**config.mk**
```make
export PLATFORM = sky130hd
export DESIGN_NAME = pcw_palette_loader
export DESIGN_NICKNAME = d
export VERILOG_FILES = /design/src/rtl/pcw_pkg.sv /design/src/rtl/edge_det.sv /design/src/rtl/pcw_palette_loader.sv
export SDC_FILE = /design/constraint.sdc
export NUM_CORES = 1
export LEC_CHECK = 0
export CAP_MARGIN = 30
export CORE_MARGIN = 2
export CORE_UTILIZATION = 40
export DETAILED_ROUTE_END_ITERATION = 8
export GPL_ROUTABILITY_DRIVEN = 0
export PLACE_DENSITY = 0.61
export RECOVER_POWER = 100
export SLEW_MARGIN = 10
export SYNTH_ARGS = -nofsm -noshare
export SYNTH_HDL_FRONTEND = slang
export SYNTH_SLANG_ARGS = --single-unit
```
**constraint.sdc**
```tcl
create_clock -name clk_sys -period 31 [get_ports clk_sys]
set_input_delay 7.75 -clock clk_sys [delete_from_list [all_inputs] [get_ports clk_sys]]
set_output_delay 7.75 -clock clk_sys [all_outputs]
set_load 0.005 [all_outputs]
```
**src/rtl/pcw_pkg.sv**
```systemverilog
// pcw_pkg -- shared definitions for the PCW palette path.
//   PAL_BYTES            : size of a .gbp fake-colour palette file in bytes
//   PCW_DEFAULT_PALETTE  : palette in effect after reset
//   pal_state_t          : palette loader FSM states
// Optional feature macro: PCW_PAL_VBLANK_SYNC_EN (adds the WAIT_VBL state).
package pcw_pkg;

  localparam int PAL_BYTES = 16;

  localparam logic [127:0] PCW_DEFAULT_PALETTE = 128'h00000032cd320000ff00ffff00000000;

  typedef enum logic [2:0] {
    PAL_IDLE   = 3'd0,
    PAL_RECV   = 3'd1,
    PAL_CHECK  = 3'd2,
    PAL_COMMIT = 3'd3
`ifdef PCW_PAL_VBLANK_SYNC_EN
    , PAL_WAIT_VBL = 3'd4
`endif
  } pal_state_t;

endpackage

```
**src/rtl/edge_det.sv**
```systemverilog
// edge_det -- registers a level and reports its rising/falling transitions.
//   clk  : clock
//   rst  : asynchronous active-high reset (history cleared to 0)
//   d    : level to watch
//   rise : d high now, low last cycle (combinational from d and history)
//   fall : d low now, high last cycle
module edge_det (
  input  logic clk,
  input  logic rst,
  input  logic d,
  output logic rise,
  output logic fall
);

  logic d_q;

  always_ff @(posedge clk or posedge rst) begin
    if (rst) d_q <= 1'b0;
    else     d_q <= d;
  end

  assign rise = d & ~d_q;
  assign fall = ~d & d_q;

endmodule

```
**src/rtl/pcw_palette_loader.sv**
```systemverilog
// pcw_palette_loader -- receives a 16-byte .gbp palette over the HPS ioctl
// download channel, stages it in a shadow buffer and commits it to the live
// palette only when every byte arrived and nothing past the end was written.
//   clk_sys, reset       : system clock, asynchronous active-high reset
//   ioctl_download/index : download active / target index (PAL_INDEX selects us)
//   ioctl_wr/addr/data   : one-cycle byte strobe, byte offset, byte value
//   ioctl_wait           : held while checking / waiting for vblank / committing
//   vblank               : core vertical blank (only with PCW_PAL_VBLANK_SYNC_EN)
//   palette              : live palette, byte 0 of the file is the MSB
//   commit_stb           : one-cycle pulse when palette updates
//   load_error           : sticky, the last palette download was rejected
// Macro PCW_PAL_VBLANK_SYNC_EN: defer the commit to the next rising vblank edge.
module pcw_palette_loader
  import pcw_pkg::*;
#(
  parameter logic [7:0]   PAL_INDEX       = 8'd3,
  parameter logic [127:0] DEFAULT_PALETTE = PCW_DEFAULT_PALETTE
) (
  input  logic         clk_sys,
  input  logic         reset,
  input  logic         ioctl_download,
  input  logic [7:0]   ioctl_index,
  input  logic         ioctl_wr,
  input  logic [15:0]  ioctl_addr,
  input  logic [7:0]   ioctl_data,
  output logic         ioctl_wait,
  input  logic         vblank,
  output logic [127:0] palette,
  output logic         commit_stb,
  output logic         load_error
);

  pal_state_t             state, state_nx;
  logic [127:0]           shadow;
  logic [PAL_BYTES-1:0]   mask;
  logic                   overflow;

  logic dl_fall, dl_rise_unused;
  logic start, file_ok, addr_in_range;
  logic [3:0] byte_idx;

  edge_det u_dl_edge (
    .clk  (clk_sys),
    .rst  (reset),
    .d    (ioctl_download),
    .rise (dl_rise_unused),
    .fall (dl_fall)
  );

`ifdef PCW_PAL_VBLANK_SYNC_EN
  logic vbl_rise, vbl_fall_unused;

  edge_det u_vbl_edge (
    .clk  (clk_sys),
    .rst  (reset),
    .d    (vblank),
    .rise (vbl_rise),
    .fall (vbl_fall_unused)
  );
`else
  logic vblank_unused;
  assign vblank_unused = vblank;
`endif

  // Level-sensitive: a download that began while busy is picked up as soon
  // as we are back in IDLE.
  assign start         = ioctl_download && (ioctl_index == PAL_INDEX);
  assign file_ok       = (mask == {PAL_BYTES{1'b1}}) && !overflow;
  assign addr_in_range = (ioctl_addr[15:4] == 12'd0);
  assign byte_idx      = ioctl_addr[3:0];

  always_ff @(posedge clk_sys or posedge reset) begin
    if (reset) state <= PAL_IDLE;
    else       state <= state_nx;
  end

  always_comb begin
    state_nx = state;
    case (state)
      PAL_IDLE:  if (start) state_nx = PAL_RECV;
      PAL_RECV:  if (dl_fall) state_nx = PAL_CHECK;
      PAL_CHECK: begin
        if (file_ok) begin
`ifdef PCW_PAL_VBLANK_SYNC_EN
          state_nx = PAL_WAIT_VBL;
`else
          state_nx = PAL_COMMIT;
`endif
        end else begin
          state_nx = PAL_IDLE;
        end
      end
`ifdef PCW_PAL_VBLANK_SYNC_EN
      PAL_WAIT_VBL: if (vbl_rise) state_nx = PAL_COMMIT;
`endif
      PAL_COMMIT: state_nx = PAL_IDLE;
      default:    state_nx = PAL_IDLE;
    endcase
  end

  always_comb begin
    ioctl_wait = (state == PAL_CHECK) || (state == PAL_COMMIT);
`ifdef PCW_PAL_VBLANK_SYNC_EN
    if (state == PAL_WAIT_VBL) ioctl_wait = 1'b1;
`endif
  end

  always_ff @(posedge clk_sys or posedge reset) begin
    if (reset) begin
      palette    <= DEFAULT_PALETTE;
      shadow     <= DEFAULT_PALETTE;
      mask       <= '0;
      overflow   <= 1'b0;
      commit_stb <= 1'b0;
      load_error <= 1'b0;
    end else begin
      commit_stb <= 1'b0;
      case (state)
        PAL_IDLE: begin
          // Seed the shadow with the live palette so an untouched byte keeps
          // its current value (only matters for diagnostics; a commit needs
          // every byte written anyway).
          if (start) begin
            shadow     <= palette;
            mask       <= '0;
            overflow   <= 1'b0;
            load_error <= 1'b0;
          end
        end
        PAL_RECV: begin
          // Also captures a strobe coincident with the download falling edge.
          if (ioctl_wr) begin
            if (addr_in_range) begin
              // Big-endian: byte a lands at bits 127-8a; ~a == 15-a for 4 bits.
              shadow[{~byte_idx, 3'b000} +: 8] <= ioctl_data;
              mask[byte_idx]                    <= 1'b1;
            end else begin
              overflow <= 1'b1;
            end
          end
        end
        PAL_CHECK: begin
          if (!file_ok) load_error <= 1'b1;
        end
        PAL_COMMIT: begin
          palette    <= shadow;
          commit_stb <= 1'b1;
        end
        default: ;
      endcase
    end
  end

endmodule

```
Word level (Yosys, flattened, before mapping)
Index checks and enable logic that the tools add are counted. W data, S select, Z words.

Add/subtract/negate cells: 1. $lt $le $gt $ge: 2. Eq/ne operators: 11. Shift-type cells: 2. Mux-type cells: 22. Bitwise gates (word level): 4. Reduce and logical (&&, ||, !) cells: 13.

Operator list (count): $mux W128 (3); $pmux W128 S2 (1); $bwmux W128 (1); $shift A8 B9 Y128 const A (1); $shiftx A8 B9 Y128 (1); $mux W16 (3); $pmux W16 S2 (1); $eq A16 B16 Y1 const B (1); $or A16 B16 Y16 (1); $logic_not A12 Y1 (1); $ne A2 B2 Y1 const B (6); $neg A7 Y9 (1); $pmux W3 S3 (1); $eq A8 B2 Y1 const B (1); $reduce_and A4 Y1 (2); $eq A3 B2 Y1 const B (2); $mux W1 (6); $mux W3 (2); $lt A4 B5 Y1 const B (1); $demux W1 S4 (1); $ge A4 B1 Y1 const B (1); $not A4 Y4 (1); $pmux W1 S2 (2); $reduce_bool A2 Y1 (2); 10 further kinds (12).

Register bits: 279. Bits of input ports: 37. Output and inout port bits: 131. Logic and storage cells: 63.

Logic depth before layout (Yosys ltp)
Depth after elaboration: 8. Mapped depth: 9. Mapped depth without buffers: 7.

Cells and area by module
Synthesis repeated with hierarchy kept, for this count alone.

Cells, all modules: 975. Area, all modules: 12358.1 um2.

By module, submodules not included: pcw_palette_loader (instances 1, cells an instance 971, area an instance 12314.3 um2); edge_det (instances 1, cells an instance 4, area an instance 43.8 um2).

Least setup slack after synthesis
No wires, ideal clock.

Path type: input to register. Start: in ioctl_addr[1]. End: reg shadow[16]. Setup time: 0.064 ns. Arrival time: 9.703 ns. Setup slack: 21.232 ns. Cell stages on the path: 9. Path buffers: 2. Cell sequence: clkbuf_1 inv_1 ha_1 nand3_1 or4b_1 o21ba_2 clkbuf_2 a22o_1 mux2_2.

Cells in the longest elaborated chain, start to end: 7. Elaborated cells between the ends (all ways): 8. Those cells by class: add/sub: 1; shift: 2; mux: 4; bitwise: 1.

Ends and longest elaborated chain: from (decl) (RTL line pcw_palette_loader.sv:24) `input logic [15:0] ioctl_addr,`; $not A4 Y4 * (RTL line pcw_palette_loader.sv:135) `shadow[{~byte_idx, 3'b000} +: 8] <= ioctl_data;`; $neg A7 Y9 * (RTL line pcw_palette_loader.sv:135); $shiftx A8 B9 Y128 or $shift A8 B9 Y128 (tied branches) (RTL line pcw_palette_loader.sv:135); $bwmux W128 * (RTL line pcw_palette_loader.sv:135); $mux W128 * (RTL line pcw_palette_loader.sv:133) `if (addr_in_range) begin`; $mux W128 * (RTL line pcw_palette_loader.sv:132) `if (ioctl_wr) begin`; $pmux W128 S2 * (RTL line pcw_palette_loader.sv:118) `case (state)`; to (signal assigned) (RTL line pcw_palette_loader.sv:124) `shadow <= palette;`; to (signal, indexed assignment) (RTL line pcw_palette_loader.sv:135); to (decl) (RTL line pcw_palette_loader.sv:34) `logic [127:0] shadow;`.

Mark *: on every way between the ends. The rest lies on a longest branch, timed or not. The select of a mux whose other input is x is not followed. A chain may end at the register's enable or synchronous reset.

==> flow_summary_export.csv <==
group,metric,value,unit
worst_setup_path,cpPeakStageDelay,2.56,ns
outcome,violations,"capacitance limit, slew limit",
power,power.total,0.000768,W
drt,routed_wirelength,31900,um
grt,grt_pass1_wl,50500,um
clocking,cts_buffer_depth,3,
timing,finalSetupTns,0,ns
logic_synthesis,synth-seq-area-share,57.2,%
logic_synthesis,syn_avg_cell_area,12.8,sq um
logic_synthesis,synth_nets,1003,
worst_setup_path,startpoint_type,"input pin",
die,die_w,179,um
die,io_pins,168,
clocking,post_cts_resized,0,
timing,maxSlewViolCount,418,
grt,grt_max_degree,137,
power,max-vdd-ir-drop,33.2,uV
clocking,worst_skew_pair.late_latency,0.55,ns
worst_setup_path,critical_path.slowest_cell,"clkbuf_1",
outcome,status,"finished, violations left",
finish,n_antenna_cell,0,
job,maxCapViolCount,7,
drt,vias,8380,
die,fp.dieH,179,um
logic_synthesis,synth_most_common_cell,"dfrtp_1",
timing,slew_headroom,-162,%
logic_synthesis,synthFlopType,"dfrtp_1",
timing,setup_violations,0,
finish,finalNonFillerCells,1533,
clocking,cts_setup_buffers,0,
logic_synthesis,synth-edff-count,0,
timing,finalCriticalPeriod,16.05,ns
timing,rsz0062_at_grt,"no",
logic_synthesis,ys_types,59,
drt,drtIter0Drc,580,
clocking,clk_pin_slew,0.06,ns
worst_setup_path,crit_chain,"dlygate4sd3_1, clkinvlp_2, clkbuf_1, clkbuf_1, clkbuf_1",
grt,grt_overflow_total,0,
worst_setup_path,crit_type,"input pin to asynchronous set/reset pin",
place,dpl_worst_slack,20.23,ns
clocking,cts.sinks,278,
logic_synthesis,synth_top_area_share,42.3,%
logic_synthesis,synth_area_leader_cell,"dfrtp_1",
place,portBuffers,166,
worst_setup_path,critical-path-top-delay-family,"buffers and inverters",
grt,track_usage,19.5,%
place,dp.final_hpwl,19800,um
grt,grt_pass1_vias,8550,
timing,worst_pin_slew,3.92,ns
timing,finClkSkew,0.00965,ns
worst_hold_path,hp-start,"shadow[39]",
timing,hold_violations,0,
clocking,cts-buffers-inserted,30,
logic_synthesis,syn_inst,959,
grt,antenna_found_initial,0,
timing,worst_slack,14.95,ns
place,placed_cells,1475,
power,power_density,50.5,nW/um^2
die,die-area,32200,sq um
die,start_util,40.5,%
logic_synthesis,synth_common_cells,"dfrtp_1 (208), mux2_2 (193), a22o_1 (88), dfstp_2 (70), nand2_1 (63)",
worst_setup_path,worst-path-buf-inv,5,
timing,clock.fmax,62.3,MHz
worst_setup_path,startpoint,"reset",
worst_hold_path,hold_path_class,"flip-flop to flip-flop",
logic_synthesis,synth_area,12300,sq um
die,num_rows,64,
finish,layout-drive-gt1-share,28.1,%
drt,first_pass_iters,5,
worst_setup_path,worstPathRequired,31.00,ns
die,core_region_area,30400,sq um
drt,ant_nets,0,
timing,timing.final.crit_share,51.8,%
finish,final_util,50.0,%
clocking,cts_hold_buf,0,
logic_synthesis,ys_ff_latch,278,
clocking,htree_levels,1,
logic_synthesis,async_reset_ff_share,100,%
power,p_leak,7.25,nW
worst_setup_path,critPathMaxFanout,73,
drt,wl_per_cell,20.8,um
drt,drc_errors,0,
worst_setup_path,setup.worst_path.end_class,"asynchronous set/reset pin",
clocking,cts-root-buf,"clkbuf_16",
logic_synthesis,yosys_warnings,0,
drt,via_per_inst,5.47,
logic_synthesis,synth.area.top_cells,"dfrtp_1 (42%), mux2_2 (18%), dfstp_2 (15%), a22o_1 (6.3%), o21ai_0 (2.2%)",
worst_setup_path,worstPathArrival,16.05,ns
clocking,cts_tree,"yes",
finish,final_nets,1157,
worst_setup_path,crit_top_cell,"clkbuf_1",
finish,syn_to_final_growth,23.7,%
worst_setup_path,regToRegStartpoint,"state[1]",
==> worst reg2reg max path: cells and delay by family (launching register included) <==
family / cells / cell delay, ns
mux: 1 / 0.66
buf+inv: 1 / 2.81
flops: 1 / 0.53
simple gates: 1 / 0.93
==> final timing paths <==
| check | endpoint | slack [ns] | depth (start not counted) |
|---|---|---|---|
| worst max-delay path | shadow[31] | 14.95 | 5 |
| worst min-delay path | shadow[39] | 0.48 | 2 |
| worst max register to register | palette[103] | 26.01 | 3 |
| worst min register to register | shadow[39] | 0.48 | 2 |
| max in group clk_sys | shadow[73] | 18.97 | 7 |
| min in group asynchronous | overflow | 8.57 | 2 |
==> layer usage <==
layer | up-vias | GRT usage, % | wire length (um)
met5 | - | 0 | 0
met1 | 4339 | 26.8 | 14300
met2 | 181 | 31.7 | 15300
li1 | 3818 | - | -
met3 | 42 | 4.15 | 1630
met4 | 0 | 4.98 | 643
==> sequential cells by signal, indices dropped and copies added (netlist names) <==
name / flops
palette: 128
shadow: 128
mask: 16
state: 2
commit_stb: 1
load_error: 1
overflow: 1
u_dl_edge.d_q: 1
==> cell usage in the layout (no fill, tap or decap), types with 8 or more instances in the layout <==
cell	synthesis	layout
clkinv_2	0	8
nand2_1	63	64
inv_1	11	10
clkbuf_16	0	30
and2_1	9	9
o2bb2ai_1	8	8
dfstp_2	70	58
o22a_1	8	8
a21oi_1	30	37
clkdlybuf4s50_1	0	43
mux2_2	193	192
nor2_1	37	39
clkbuf_1	41	15
dfstp_1	0	12
clkbuf_8	0	9
a31oi_1	17	17
dlygate4sd3_1	0	123
o21ai_0	53	55
a22o_1	88	88
dfrtp_1	208	208
==> logic make-up (layout without fill, tap and decap cells) <==
| kind of cell | Yosys count | in the layout | share of synthesized area (%) |
|---|---|---|---|
| flip-flops | 278 | 278 | 57.2 |
| AO/OA/AOI/OAI | 238 | 238 | 14.6 |
| multiplexers | 201 | 201 | 18.3 |
| AND/OR/NAND/NOR | 159 | 159 | 6.46 |
| buffers and inverters | 74 | 252 | 2.50 |
| adder cells (fa/ha/maj) | 7 | 7 | 0.711 |
| XOR/XNOR | 2 | 2 | 0.142 |
==> per-stage QoR <==
| stage | hold slack, ns | cell area [sq um] |
|---|---|---|
| final | 0.478 | 15200 |
| after global routing | 0.492 | 15200 |
| after CTS | 0.479 | 15400 |
| after detailed placement | 0.468 | 14400 |
| after global placement | 0.458 | 14300 |
| after floorplan | 0.444 | 12300 |
==> report_power, final <==
group          switching, W  internal, W
registers        0.00000233     0.000368
clock network      0.000144     0.000224
logic             0.0000193   0.00000991
==> final cells by class <==
class | instances | area (sq um)
Fill cell | 2734 | 15200
Sequential cell | 278 | 7040
Multi-Input combinational cell | 607 | 4840
Timing Repair Buffer | 184 | 1760
Clock buffer | 44 | 893
Tap cell | 396 | 495
Clock inverter | 12 | 146
Inverter | 12 | 46.3
Power figures use the tool's default switching activity.
